## src/rtl/simon_ctrl_gen.sv

```systemverilog
// simon_ctrl_gen: Simon Says game controller.
// Sequences the start handshake, round growth, sequence playback, player
// checking, per-move timeout and the failure flash for an N-colour game.
// All outputs are Moore outputs decoded from the state register and counters.

module simon_ctrl_gen #(
  parameter int unsigned N_COLOURS      = 4,
  parameter int unsigned ROUND_W        = 6,
  parameter int unsigned MAX_ROUNDS     = 32,
  parameter int unsigned SPEED_EVERY    = 5,
  parameter int unsigned SPEED_W        = 3,
  parameter int unsigned FAIL_FLASHES   = 3,
  parameter int unsigned TIMEOUT_PULSES = 8
) (
  input  logic                 clk,
  input  logic                 reset,
  input  logic [1:0]           launch_keys,
  input  logic [N_COLOURS-1:0] player_input,
  input  logic                 pulse,
  input  logic [N_COLOURS-1:0] seq_colour,
  output logic [ROUND_W-1:0]   seq_idx,
  output logic                 load_colour,
  output logic                 load_speed,
  output logic [SPEED_W-1:0]   speed,
  output logic                 flash_en,
  output logic [N_COLOURS-1:0] flash_colour,
  output logic [ROUND_W-1:0]   current_round,
  output logic                 win,
  output logic                 lose,
  output logic                 busy
);

  // Counter widths; the timeout counter keeps one bit even when disabled.
  localparam int unsigned TO_W = (TIMEOUT_PULSES > 0) ? $clog2(TIMEOUT_PULSES + 1) : 1;
  localparam int unsigned FC_W = $clog2(FAIL_FLASHES + 1);

  localparam logic                 TO_EN      = (TIMEOUT_PULSES != 0);
  localparam logic [TO_W-1:0]      TO_LIMIT   = TO_W'(TIMEOUT_PULSES);
  localparam logic [FC_W-1:0]      FC_LIMIT   = FC_W'(FAIL_FLASHES);
  localparam logic [ROUND_W-1:0]   ROUND_LAST = ROUND_W'(MAX_ROUNDS);
  localparam logic [SPEED_W-1:0]   SPEED_MAX  = {SPEED_W{1'b1}};
  localparam logic [ROUND_W-1:0]   ROUND_ONE  = ROUND_W'(1);
  localparam logic [TO_W-1:0]      TO_ONE     = TO_W'(1);
  localparam logic [FC_W-1:0]      FC_ONE     = FC_W'(1);
  localparam logic [SPEED_W-1:0]   SPEED_ONE  = SPEED_W'(1);

  typedef enum logic [3:0] {
    ST_IDLE      = 4'd0,
    ST_ARM       = 4'd1,
    ST_RELEASE   = 4'd2,
    ST_ADD       = 4'd3,
    ST_SPEED     = 4'd4,
    ST_SHOW_WAIT = 4'd5,
    ST_SHOW_ON   = 4'd6,
    ST_SHOW_OFF  = 4'd7,
    ST_PLAYER    = 4'd8,
    ST_CHECK     = 4'd9,
    ST_DESELECT  = 4'd10,
    ST_FAIL_ON   = 4'd11,
    ST_FAIL_OFF  = 4'd12,
    ST_END       = 4'd13
  } state_t;

  state_t              state_r, state_nx;
  logic [ROUND_W-1:0]  idx_r, idx_nx;
  logic [ROUND_W-1:0]  round_r, round_nx;
  logic [SPEED_W-1:0]  speed_r, speed_nx;
  logic [TO_W-1:0]     tcnt_r, tcnt_nx;
  logic [FC_W-1:0]     fcnt_r, fcnt_nx;
  logic                win_r, win_nx;
  logic                lose_r, lose_nx;

  // True when the freshly added round starts a new speed step.
  function automatic logic speed_step_due(input logic [ROUND_W-1:0] rnd);
    logic [31:0] prev;
    prev = 32'(rnd) - 32'd1;
    speed_step_due = (rnd > ROUND_ONE) && ((prev % SPEED_EVERY) == 32'd0);
  endfunction

  // Speed level plus one, held at the top level once reached.
  function automatic logic [SPEED_W-1:0] speed_inc(input logic [SPEED_W-1:0] spd);
    if (spd == SPEED_MAX) begin
      speed_inc = spd;
    end else begin
      speed_inc = spd + SPEED_ONE;
    end
  endfunction

  // State and counter registers with synchronous active-low reset.
  always_ff @(posedge clk) begin
    if (!reset) begin
      state_r <= ST_IDLE;
      idx_r   <= '0;
      round_r <= '0;
      speed_r <= '0;
      tcnt_r  <= '0;
      fcnt_r  <= '0;
      win_r   <= 1'b0;
      lose_r  <= 1'b0;
    end else begin
      state_r <= state_nx;
      idx_r   <= idx_nx;
      round_r <= round_nx;
      speed_r <= speed_nx;
      tcnt_r  <= tcnt_nx;
      fcnt_r  <= fcnt_nx;
      win_r   <= win_nx;
      lose_r  <= lose_nx;
    end
  end

  // Next-state and counter update logic; round and speed change on entry to ADD/SPEED.
  always_comb begin
    state_nx = state_r;
    idx_nx   = idx_r;
    round_nx = round_r;
    speed_nx = speed_r;
    tcnt_nx  = tcnt_r;
    fcnt_nx  = fcnt_r;
    win_nx   = win_r;
    lose_nx  = lose_r;

    case (state_r)
      ST_IDLE: begin
        idx_nx   = '0;
        round_nx = '0;
        speed_nx = '0;
        tcnt_nx  = '0;
        fcnt_nx  = '0;
        win_nx   = 1'b0;
        lose_nx  = 1'b0;
        if (launch_keys[0]) begin
          state_nx = ST_ARM;
        end else begin
          state_nx = ST_IDLE;
        end
      end

      ST_ARM: begin
        if (launch_keys == 2'b11) begin
          state_nx = ST_RELEASE;
        end else begin
          state_nx = ST_ARM;
        end
      end

      ST_RELEASE: begin
        if (launch_keys == 2'b00) begin
          state_nx = ST_ADD;
          round_nx = round_r + ROUND_ONE;
        end else begin
          state_nx = ST_RELEASE;
        end
      end

      ST_ADD: begin
        idx_nx = '0;
        if (speed_step_due(round_r)) begin
          state_nx = ST_SPEED;
          speed_nx = speed_inc(speed_r);
        end else begin
          state_nx = ST_SHOW_WAIT;
        end
      end

      ST_SPEED: begin
        state_nx = ST_SHOW_WAIT;
      end

      ST_SHOW_WAIT: begin
        if (pulse) begin
          if (idx_r == round_r) begin
            state_nx = ST_PLAYER;
            idx_nx   = '0;
            tcnt_nx  = '0;
          end else begin
            state_nx = ST_SHOW_ON;
          end
        end else begin
          state_nx = ST_SHOW_WAIT;
        end
      end

      ST_SHOW_ON: begin
        if (pulse) begin
          state_nx = ST_SHOW_OFF;
        end else begin
          state_nx = ST_SHOW_ON;
        end
      end

      ST_SHOW_OFF: begin
        idx_nx   = idx_r + ROUND_ONE;
        state_nx = ST_SHOW_WAIT;
      end

      ST_PLAYER: begin
        if (idx_r == round_r) begin
          if (round_r == ROUND_LAST) begin
            state_nx = ST_END;
            win_nx   = 1'b1;
          end else begin
            state_nx = ST_ADD;
            round_nx = round_r + ROUND_ONE;
          end
        end else if (player_input != '0) begin
          // A button press wins over a timeout pulse in the same cycle.
          state_nx = ST_CHECK;
        end else if (TO_EN && pulse) begin
          if ((tcnt_r + TO_ONE) == TO_LIMIT) begin
            state_nx = ST_FAIL_ON;
            round_nx = round_r - ROUND_ONE;
            fcnt_nx  = '0;
          end else begin
            state_nx = ST_PLAYER;
            tcnt_nx  = tcnt_r + TO_ONE;
          end
        end else begin
          state_nx = ST_PLAYER;
        end
      end

      ST_CHECK: begin
        // Exact match only: a multi-press never equals a one-hot colour.
        if (player_input == seq_colour) begin
          state_nx = ST_DESELECT;
        end else begin
          state_nx = ST_FAIL_ON;
          round_nx = round_r - ROUND_ONE;
          fcnt_nx  = '0;
        end
      end

      ST_DESELECT: begin
        if (player_input == '0) begin
          state_nx = ST_PLAYER;
          idx_nx   = idx_r + ROUND_ONE;
          tcnt_nx  = '0;
        end else begin
          state_nx = ST_DESELECT;
        end
      end

      ST_FAIL_ON: begin
        if (pulse) begin
          state_nx = ST_FAIL_OFF;
          fcnt_nx  = fcnt_r + FC_ONE;
        end else begin
          state_nx = ST_FAIL_ON;
        end
      end

      ST_FAIL_OFF: begin
        if (pulse) begin
          if (fcnt_r == FC_LIMIT) begin
            state_nx = ST_END;
            lose_nx  = 1'b1;
          end else begin
            state_nx = ST_FAIL_ON;
          end
        end else begin
          state_nx = ST_FAIL_OFF;
        end
      end

      ST_END: begin
        state_nx = ST_END;
      end

      default: begin
        state_nx = ST_IDLE;
      end
    endcase
  end

  // Moore output decode from the state register and counters.
  always_comb begin
    seq_idx       = idx_r;
    load_colour   = 1'b0;
    load_speed    = 1'b0;
    flash_en      = 1'b0;
    busy          = 1'b1;
    speed         = speed_r;
    current_round = round_r;
    win           = win_r;
    lose          = lose_r;

    case (state_r)
      ST_IDLE: begin
        busy = 1'b0;
      end
      ST_ADD: begin
        // round_r already holds the new round, so the slot written is round-1.
        seq_idx     = round_r - ROUND_ONE;
        load_colour = 1'b1;
      end
      ST_SPEED: begin
        load_speed = 1'b1;
      end
      ST_SHOW_ON: begin
        flash_en = 1'b1;
      end
      ST_FAIL_ON: begin
        flash_en = 1'b1;
      end
      ST_END: begin
        busy = 1'b0;
      end
      default: begin
        busy = 1'b1;
      end
    endcase

    if (flash_en) begin
      flash_colour = seq_colour;
    end else begin
      flash_colour = '0;
    end
  end

endmodule

```

## config.mk

```make
export PLATFORM = sky130hd
export DESIGN_NAME = simon_ctrl_gen
export DESIGN_NICKNAME = d
export VERILOG_FILES = /design/src/rtl/simon_ctrl_gen.sv
export SDC_FILE = /design/constraint.sdc
export NUM_CORES = 1
export LEC_CHECK = 0
export CAP_MARGIN = 20
export CORE_MARGIN = 2
export CORE_UTILIZATION = 60
export DETAILED_ROUTE_END_ITERATION = 16
export PLACE_DENSITY = 0.84
export SETUP_SLACK_MARGIN = 0.15
export SYNTH_ARGS = -nofsm -noshare
export SYNTH_HDL_FRONTEND = slang
export SYNTH_SLANG_ARGS = --single-unit
```

## constraint.sdc

```tcl
create_clock -name clk -period 9.8 [get_ports clk]
set_input_delay 1.47 -clock clk [delete_from_list [all_inputs] [get_ports clk]]
set_output_delay 1.47 -clock clk [all_outputs]
set_load 0.03 [all_outputs]
```

==> impl_metrics.py, run 1 <==
metrics = {
    "drt": {
        "drt_pass1_iterations": 5,
        "ant_nets": 0,
        "drc": 0,
        "wl_per_cell_um": 16.6,
        "drt_iter0_markers": 497,
        "wirelength_um": 9780,
        "num_vias": 3985,
        "viasPerCell": 6.75,
    },
    "synth": {
        "avgSynthCellArea_um2": 6.97,
        "synth_top_family_by_area": "compound AO/OA/AOI/OAI gates",
        "synth_edf_count": 0,
        "yosys-top-cells-count": "nor2_1 (60), nand2_1 (50), a21oi_1 (41)",
        "muxShareOfSynthArea_pct": 4.26,
        "synthDominantCellAreaShare_pct": 15.4,
        "yosysMostFrequentCell": "nor2_1",
        "synth_xor_area_share_pct": 5.72,
        "ys_types": 85,
        "synthSimpleGateAreaFrac_pct": 31.0,
        "ys.flop_type": "dfxtp_1",
        "synthAdderAreaFrac_pct": 5.61,
        "synth_cells": 505,
        "yosys-top-cells-area": "dfxtp_1 (15%), nor2_1 (6.4%), a21oi_1 (5.8%), ha_1 (5.3%), nand2_1 (5.3%)",
        "synth_compound_area_share_pct": 31.7,
        "syn_area_um2": 3520,
        "seq_area_frac_synth_pct": 15.4,
        "yosys.area.top_type": "dfxtp_1",
        "ys_warn_count": 0,
        "async_flop_share_pct": 0,
        "synth-seq-cells": 27,
    },
    "cts": {
        "cts_tree": "built",
        "htreeDepth": 1,
        "clk_pin_slew_ns": 0.09,
        "cts.path.max_buffers": 2,
        "cts_buffers": 3,
        "insertion_delay_ns": 0.28,
        "clkSinkCount": 27,
        "cts_hold_buf": 0,
        "ctsResizeCount": 0,
        "post_cts_buffers": 0,
        "cts_root_buffer": "clkbuf_8",
    },
    "critical_path": {
        "worstSetupStartpointType": "register",
        "max_stage_delay_ns": 0.82,
        "path_delay_family": "compound AO/OA/AOI/OAI gates",
        "crit_top_cell": "inv_1",
        "path_class": "reg -> reg",
        "endpoint_kind": "register",
        "crit_chain": "inv_1 > ha_1 > nand2_2 > inv_1 > ha_1 > inv_1 > mux2_2 > o221ai_1 > nor2_1 > o2bb2ai_1 > a211o_1 > inv_1 > ha_1 > a2111oi_1 > or4_4 > o211ai_2 > mux2i_1 > o211ai_1 > o22ai_2 > and4_1 > mux2i_1",
        "critPathBufInv": 4,
        "crit_arrival_ns": 6.01,
        "slowest_stage": "dfxtp_1",
        "crit_fanout": 22,
        "cp_data_required_time_ns": 10.01,
    },
    "power_and_ir_drop": {
        "power_density_nw_per_um2": 127,
        "clockPowerShare_pct": 13.0,
        "ir_drop_v": 0.0000755,
        "p_seq_share_pct": 24.2,
        "leakagePower_uw": 0.00141,
        "switchingPower_uw": 238,
        "swShare_pct": 47.9,
        "combPwrFrac_pct": 62.7,
        "p_int_uw": 259,
    },
    "sta": {
        "max-slew-margin-rel_pct": 30.6,
        "period_share_pct": 59.1,
        "finalHoldViolCount": 0,
        "period_minus_slack_ns": 5.80,
        "fin_ws_ns": 4.00,
        "slew_viol_final": 0,
        "setup_viol": 0,
        "rsz0062_at_grt": "false",
        "worst_slew_pin_slew_ns": 1.03,
        "fin_tns_setup_ns": 0,
        "fin_skew_ns": 0.00480,
        "max_freq_ghz": 0.173,
    },
    "place": {
        "dpl_worst_slack_ns": 4.08,
        "io_buffer_count": 37,
        "place.detailed.hpwl_um": 7280,
        "routabilityCongestion": 0.952,
    },
    "final_layout": {
        "diodes": 0,
        "area_growth_pct": 10.9,
        "drive_gt1_share_pct": 7.53,
        "fillCellCount": 463,
        "nets": 547,
        "multi_input_area_um2": 2770,
        "seq_area_um2": 541,
    },
    "global_routing": {
        "grt-ovfl-total": 0,
        "grt_pass1_wl_um": 16300,
        "antenna_found_initial": 0,
        "grt_max_degree": 31,
        "track_usage_pct": 31.1,
        "grt_pass1_vias": 3389,
    },
    "die": {
        "design.core.area_um2": 5570,
        "num_rows": 27,
        "start_util_pct": 63.2,
        "pin_count": 38,
        "dieArea_um2": 6500,
        "die_w_um": 80.6,
        "die_h_um": 80.6,
    },
    "run_status": {
        "status": "complete, no violations",
    },
    "worst_hold_path": {
        "min_path_type": "reg -> reg",
    },
    "job": {
        "max_cap_viol_count": 0,
    },
}
worst register-to-register path, stage by stage, from the launching register on:
cell	delay (ns)
dfxtp_1	0.82
inv_1	0.15
ha_1	0.39
nand2_2	0.21
inv_1	0.13
ha_1	0.37
inv_1	0.21
mux2_2	0.35
o221ai_1	0.27
nor2_1	0.20
o2bb2ai_1	0.21
a211o_1	0.32
inv_1	0.08
ha_1	0.14
a2111oi_1	0.06
or4_4	0.46
o211ai_2	0.13
mux2i_1	0.39
o211ai_1	0.14
o22ai_2	0.20
and4_1	0.30
mux2i_1	0.20
cells in the final DEF (no fill, tap or decap), drive strengths merged, types with 3 or more instances in the layout:
cell            n
or4             7
nand2          51
a31oi          10
a31o            4
nand3          15
o31ai           6
a311oi          3
o21a            6
nand4           7
or3             8
ha             15
mux2i           9
o22ai           5
clkdlybuf4s50  37
mux2            5
a21o            4
o32ai           5
clkbuf          4
a22oi           6
o21ai          34
nor3           23
inv            18
and3            9
and2            4
a21oi          42
o221ai          3
buf             3
xnor2          17
xor2            6
nor4           11
a211oi          8
dfxtp          27
o211ai          7
nor2           60
power groups by stage:
stage | clock [uW] | combinational, uW | sequential [uW]
final | 64.7 | 312 | 120
after global routing | 70.9 | 340 | 122
after CTS | 66.8 | 304 | 120
after detailed placement | 0 | 302 | 123
after global placement | 0 | 298 | 123
after floorplan | 0 | 244 | 118
cell families (layout without fill, tap and decap cells):
| family | after synthesis | in the layout |
|---|---|---|
| other | 1 | 2 |
| adders and majority gates | 16 | 16 |
| AOI/OAI and AO/OA | 164 | 164 |
| and+or+nand+nor | 209 | 209 |
| muxes | 14 | 14 |
| DFF | 27 | 27 |
| xor gates and xnor gates | 23 | 23 |
| buffers and inverters | 51 | 63 |
layer usage:
| metal | share of wire, % | global-route usage (%) |
|---|---|---|
| met1 | 43 | 43.5 |
| met3 | 8.2 | 3.82 |
| met2 | 47 | 49.3 |
| met5 | 0 | 0 |
| met4 | 2.2 | 10.2 |
final timing paths:
path	start	to	slack, ns	depth (start not counted)
worst max-delay path	current_round[0]	speed[2]	4.00	21
worst min-delay path	fcnt_r[1]	fcnt_r[1]	0.46	2
worst max register to register	current_round[0]	speed[2]	4.00	21
worst min register to register	fcnt_r[1]	fcnt_r[1]	0.46	2
cell type report:
cell class,count,area share [%]
multi-input combinational,428,70.8
sequential,27,13.8
timing repair buffer,40,10.1
tap,72,2.31
inverter,19,1.83
clock buffer,4,1.15
sequential cells by signal, summed over array words and instances, names as in the netlist:
signal         flops
idx_r              6
state_r            4
win                1
fcnt_r             2
tcnt_r             4
lose               1
speed              3
current_round      6
through the flow:
step / power, uW / hold slack, ns / std cells / util, % / cell area (um^2)
after global routing: 532 / 0.502 / 590 / 70.1 / 3910
final: 497 / 0.463 / 590 / 70.1 / 3910
after detailed placement: 425 / 0.454 / 586 / 69.2 / 3860
after CTS: 491 / 0.468 / 590 / 70.1 / 3910
after global placement: 421 / 0.445 / 586 / 69.2 / 3860
after floorplan: 362 / 0.436 / 506 / - / 3520
Power figures use the tool's default switching activity.
==> run 2: changes to the inputs <==
- CORE_UTILIZATION: 60 -> 53
- PLACE_DENSITY: 0.84 -> 0.79
- clock period: 9.8 -> 4.65 ns (I/O delays scaled with it)
==> impl_metrics.py, run 2 (synthesis results as in run 1) <==
metrics = {
    "global_routing": {
        "grt_max_degree": 31,
        "track_usage_pct": 29.3,
        "grt-ovfl-total": 0,
        "grt_pass1_wl_um": 17900,
        "antenna_found_initial": 0,
        "grt_pass1_vias": 3835,
    },
    "sta": {
        "whs_ns": 0.467,
        "slew_viol_final": 0,
        "worst_slew_pin_slew_ns": 1.00,
        "fin_skew_ns": 0.00926,
        "period_minus_slack_ns": 4.59,
        "fin_ws_ns": 0.0631,
        "max_freq_ghz": 0.218,
        "rsz0062_at_grt": "true",
        "period_share_pct": 98.6,
        "finalHoldViolCount": 0,
        "fin_tns_setup_ns": 0,
        "max-slew-margin-rel_pct": 32.8,
        "setup_viol": 0,
    },
    "place": {
        "routabilityCongestion": 0.938,
        "io_buffer_count": 37,
        "dpl_worst_slack_ns": -0.110,
        "place_area_um2": 4150,
        "place.detailed.hpwl_um": 7980,
    },
    "final_layout": {
        "area_growth_pct": 26.0,
        "diodes": 0,
        "design_area_um2": 4440,
        "final_common_cell": "nor2_1",
        "nets": 579,
        "drive_gt1_share_pct": 18.9,
        "mostFrequentLayoutCells": "nor2_1 (58), nand2_1 (49), a21oi_1 (40)",
        "fillCellCount": 539,
    },
    "cts": {
        "cts.path.max_buffers": 2,
        "insertion_delay_ns": 0.27,
        "htreeDepth": 1,
        "cts_hold_buf": 0,
        "cts_tree": "built",
        "cts_buffers": 3,
        "clk_pin_slew_ns": 0.09,
        "cts_root_buffer": "clkbuf_8",
        "clkSinkCount": 27,
    },
    "drt": {
        "num_vias": 4214,
        "ant_nets": 0,
        "wl_per_cell_um": 17.7,
        "drt_iter0_markers": 319,
        "wirelength_um": 11100,
        "drc": 0,
        "drt_pass1_iterations": 5,
        "viasPerCell": 6.72,
    },
    "power_and_ir_drop": {
        "p_int_uw": 665,
        "ir_drop_v": 0.000205,
        "switchingPower_uw": 588,
        "power_density_nw_per_um2": 283,
        "combPwrFrac_pct": 69.8,
        "clockPowerShare_pct": 10.6,
        "leakagePower_uw": 0.00162,
        "swShare_pct": 46.9,
        "p_seq_share_pct": 19.6,
    },
    "die": {
        "dieArea_um2": 7310,
        "die_h_um": 85.5,
        "die_w_um": 85.5,
        "design.core.area_um2": 6390,
        "start_util_pct": 55.1,
        "pin_count": 38,
        "num_rows": 29,
    },
    "job": {
        "max_cap_viol_count": 0,
    },
    "run_status": {
        "status": "complete, no violations",
    },
    "worst_hold_path": {
        "min_path_type": "reg -> reg",
    },
    "critical_path": {
        "worstSetupStartpointType": "register",
        "path_class": "reg -> reg",
        "crit_fanout": 12,
        "cp_data_required_time_ns": 4.85,
        "endpoint_kind": "register",
        "crit_chain": "inv_1 > ha_4 > or4b_4 > o221ai_1 > o41a_2 > and2_1 > nor2_2 > a211o_1 > inv_2 > ha_4 > a2111oi_4 > or4_4 > o211ai_4 > mux2i_2 > mux2_4 > o22ai_4 > and4_4 > mux2i_1",
        "reg2reg_slack_ns": 0.06,
        "slowest_stage": "or4b_4",
        "crit_top_cell": "ha_4",
        "max_stage_delay_ns": 0.54,
        "crit_arrival_ns": 4.78,
    },
}
[run 2: cell count changes in the layout (fill, tap and decap cells not counted), sizes merged]
cell,previous run,this run
buf,3,35
[run 2: layout make-up]
type                            instances  area [um^2]  area share [%]
Multi-Input combinational cell        428         3030            68.3
Timing Repair Buffer                   72          633            14.3
Sequential cell                        27          549            12.4
Tap cell                               77         96.3            2.17
Inverter                               19         83.8            1.89
Clock buffer                            4         45.0            1.02
[run 2: power groups by stage]
stage               Clock, uW  Sequential, uW  Combinational (uW)
finish                    133             245                 875
CTS                       136             245                 806
global placement            0             250                 719
floorplan                   0             248                 571
global route              142             246                 942
detailed placement          0             250                 725
[run 2: worst paths after layout]
| check | cells past startpoint | to | from |
|---|---|---|---|
| worst max register to register | 18 | speed[2] | current_round[1] |
| worst max-delay path | 18 | speed[2] | current_round[1] |
| worst min register to register | 1 | win | win |
| worst min-delay path | 1 | win | win |
[run 2: metal layers]
metal	part of all wire [%]	global-route usage, %	vias up	wire length [um]
li1	-	-	1984	-
met1	40	34.9	1935	4450
met2	49	53.0	247	5480
met3	6.3	2.98	48	696
met4	4.0	12.6	0	442
met5	0	0	-	0
[run 2: per-stage QoR]
step                utilization [%]  total power [uW]  std cells
floorplan                         -               819        506
global placement               65.0               969        606
detailed placement             65.0               975        606
CTS                            68.2              1190        620
global route                   69.5              1330        627
finish                         69.5              1250        627
[run 2: critical path: cells and delay by family (launching register included)]
family | cells | cell delay (ns)
compound gates | 6 | 1.02
fa+ha+maj | 2 | 0.40
buf+inv | 2 | 0.21
flops | 1 | 0.35
simple gates | 5 | 1.72
mux | 3 | 0.82
[run 2: timing repair]
action                                  in CTS  in global routing
resized for setup                           16                  4
pin swaps                                    9                  4
buffers inserted                            10                  7
endpoints found under the setup margin       4                  4
==> run 3: changes to the inputs <==
- CORE_UTILIZATION: 53 -> 59
- DONT_BUFFER_PORTS: not set -> 1
- GPL_ROUTABILITY_DRIVEN: not set -> 0
- PLACE_DENSITY: 0.79 -> 0.78
==> impl_metrics.py, run 3 (synthesis results as in run 1) <==
metrics = {
    "critical_path": {
        "cp_data_required_time_ns": 4.86,
        "rr_worst_depth": 17,
        "worstSetupStartpointType": "register",
        "max_stage_delay_ns": 0.58,
        "reg2reg_slack_ns": -0.007,
        "endpoint_kind": "register",
        "crit_chain": "nor4_4 > buf_4 > nand2_8 > inv_8 > ha_4 > nor4b_1 > or3_1 > o21ai_0 > or4_1 > o211ai_1 > or3_1 > a311oi_1 > or3_1 > a31o_1 > o22ai_4 > and4_4 > mux2i_1",
        "path_class": "reg -> reg",
        "crit_top_cell": "or3_1",
        "reg2reg_to": "speed[1]",
        "crit_fanout": 6,
        "slowest_stage": "or4_1",
        "rr_startpoint": "current_round[4]",
        "crit_arrival_ns": 4.87,
    },
    "drt": {
        "drt_pass1_iterations": 5,
        "num_vias": 4070,
        "drt_iter0_markers": 377,
        "ant_nets": 0,
        "wl_per_cell_um": 18.4,
        "viasPerCell": 6.96,
        "drc": 0,
        "wirelength_um": 10800,
    },
    "die": {
        "num_rows": 28,
        "die_h_um": 81.3,
        "dieArea_um2": 6600,
        "die_w_um": 81.3,
        "start_util_pct": 60.2,
        "pin_count": 38,
        "design.core.area_um2": 5850,
    },
    "cts": {
        "htreeDepth": 1,
        "insertion_delay_ns": 0.28,
        "cts_buffers": 3,
        "clkSinkCount": 27,
        "clk_pin_slew_ns": 0.10,
        "cts_root_buffer": "clkbuf_8",
        "cts.path.max_buffers": 2,
        "cts_tree": "built",
        "cts_hold_buf": 0,
    },
    "worst_hold_path": {
        "min_path_type": "reg -> reg",
        "holdPathStages": 2,
        "holdPathEnd": "fcnt_r[1]",
        "min_from": "fcnt_r[1]",
    },
    "place": {
        "place_area_um2": 3780,
        "io_buffer_count": 0,
        "place.detailed.hpwl_um": 7400,
        "dpl_worst_slack_ns": -0.0441,
    },
    "final_layout": {
        "diodes": 0,
        "fillCellCount": 466,
        "multi_input_area_um2": 3070,
        "area_growth_pct": 16.4,
        "seq_area_um2": 549,
        "design_area_um2": 4100,
        "mostFrequentLayoutCells": "nor2_1 (58), nand2_1 (49), a21oi_1 (40)",
        "nets": 539,
        "final_common_cell": "nor2_1",
        "final_util_pct": 70.1,
        "drive_gt1_share_pct": 20.4,
    },
    "power_and_ir_drop": {
        "leakagePower_uw": 0.00148,
        "ir_drop_v": 0.000168,
        "power_density_nw_per_um2": 308,
    },
    "sta": {
        "period_share_pct": 100,
        "slew_viol_final": 0,
        "worst_slew_pin_slew_ns": 0.953,
        "rsz0062_at_grt": "true",
        "fin_tns_setup_ns": -0.0106,
        "whs_ns": 0.470,
        "period_minus_slack_ns": 4.66,
        "setup_viol": 3,
        "fin_skew_ns": 0.0106,
        "finalHoldViolCount": 0,
        "max_freq_ghz": 0.215,
        "fin_ws_ns": -0.00663,
        "max-slew-margin-rel_pct": 35.8,
    },
    "global_routing": {
        "grt_max_degree": 31,
        "track_usage_pct": 30.7,
        "grt_pass1_wl_um": 16300,
        "antenna_found_initial": 0,
        "grt_pass1_vias": 3536,
        "grt-ovfl-total": 0,
    },
    "run_status": {
        "violations": "negative setup slack",
        "status": "finished, violations left",
    },
    "job": {
        "max_cap_viol_count": 0,
    },
}
==> run 3: final cells by class <==
cell class | instances | area share [%]
clock inverter | 1 | 0.214
multi-input combinational | 428 | 74.8
clock buffer | 3 | 1.01
timing repair buffer | 32 | 6.26
sequential | 27 | 13.4
inverter | 19 | 2.05
tap | 75 | 2.29
==> run 3: timing repair <==
item / in CTS / in global routing
gates resized for setup: 6 / 19
buffers inserted: 3 / 11
setup endpoints to repair: 4 / 4
pin swaps: 6 / 3
==> run 3: worst max path at each step <==
stage / startpoint / depth (start not counted) / to / slack [ns]
CTS: current_round[4] / 18 / speed[1] / 0.18
global placement: current_round[5] / 20 / speed[0] / 0.09
finish: current_round[4] / 17 / speed[1] / -0.007
detailed placement: current_round[5] / 20 / speed[1] / -0.04
floorplan: current_round[0] / 21 / speed[0] / 0.16
global route: current_round[4] / 17 / speed[1] / -0.20
==> run 3: where the power goes <==
| group | switching, uW | internal (uW) | total [uW] | leakage (uW) |
|---|---|---|---|---|
| Combinational | 506 | 366 | 872 | 0.00124 |
| Clock | 78.0 | 62.9 | 141 | 0.0000261 |
| Sequential | 13.1 | 235 | 248 | 0.000220 |
| Total | 597 | 664 | 1260 | 0.00148 |
==> run 3: critical path, delay by kind of cell (launching register included) <==
| kind | cells | cell delay (ns) |
|---|---|---|
| buffers and inverters | 2 | 0.26 |
| DFF | 1 | 0.35 |
| and+or+nand+nor | 8 | 2.55 |
| muxes | 1 | 0.17 |
| AOI/OAI and AO/OA | 5 | 1.03 |
| adders and majority gates | 1 | 0.21 |
==> run 3: routing by layer <==
metal,wire (um),part of all wire [%],GRT usage (%)
met1,4390,41,39.7
met4,403,3.7,12.5
met5,0,0,0
met2,5190,48,51.7
met3,787,7.3,3.67
==> run 3: per-stage QoR <==
stage | power, uW | cells
after global placement | 936 | 567
after detailed placement | 946 | 567
after CTS | 1110 | 574
after floorplan | 819 | 506
final | 1260 | 585
after global routing | 1330 | 585
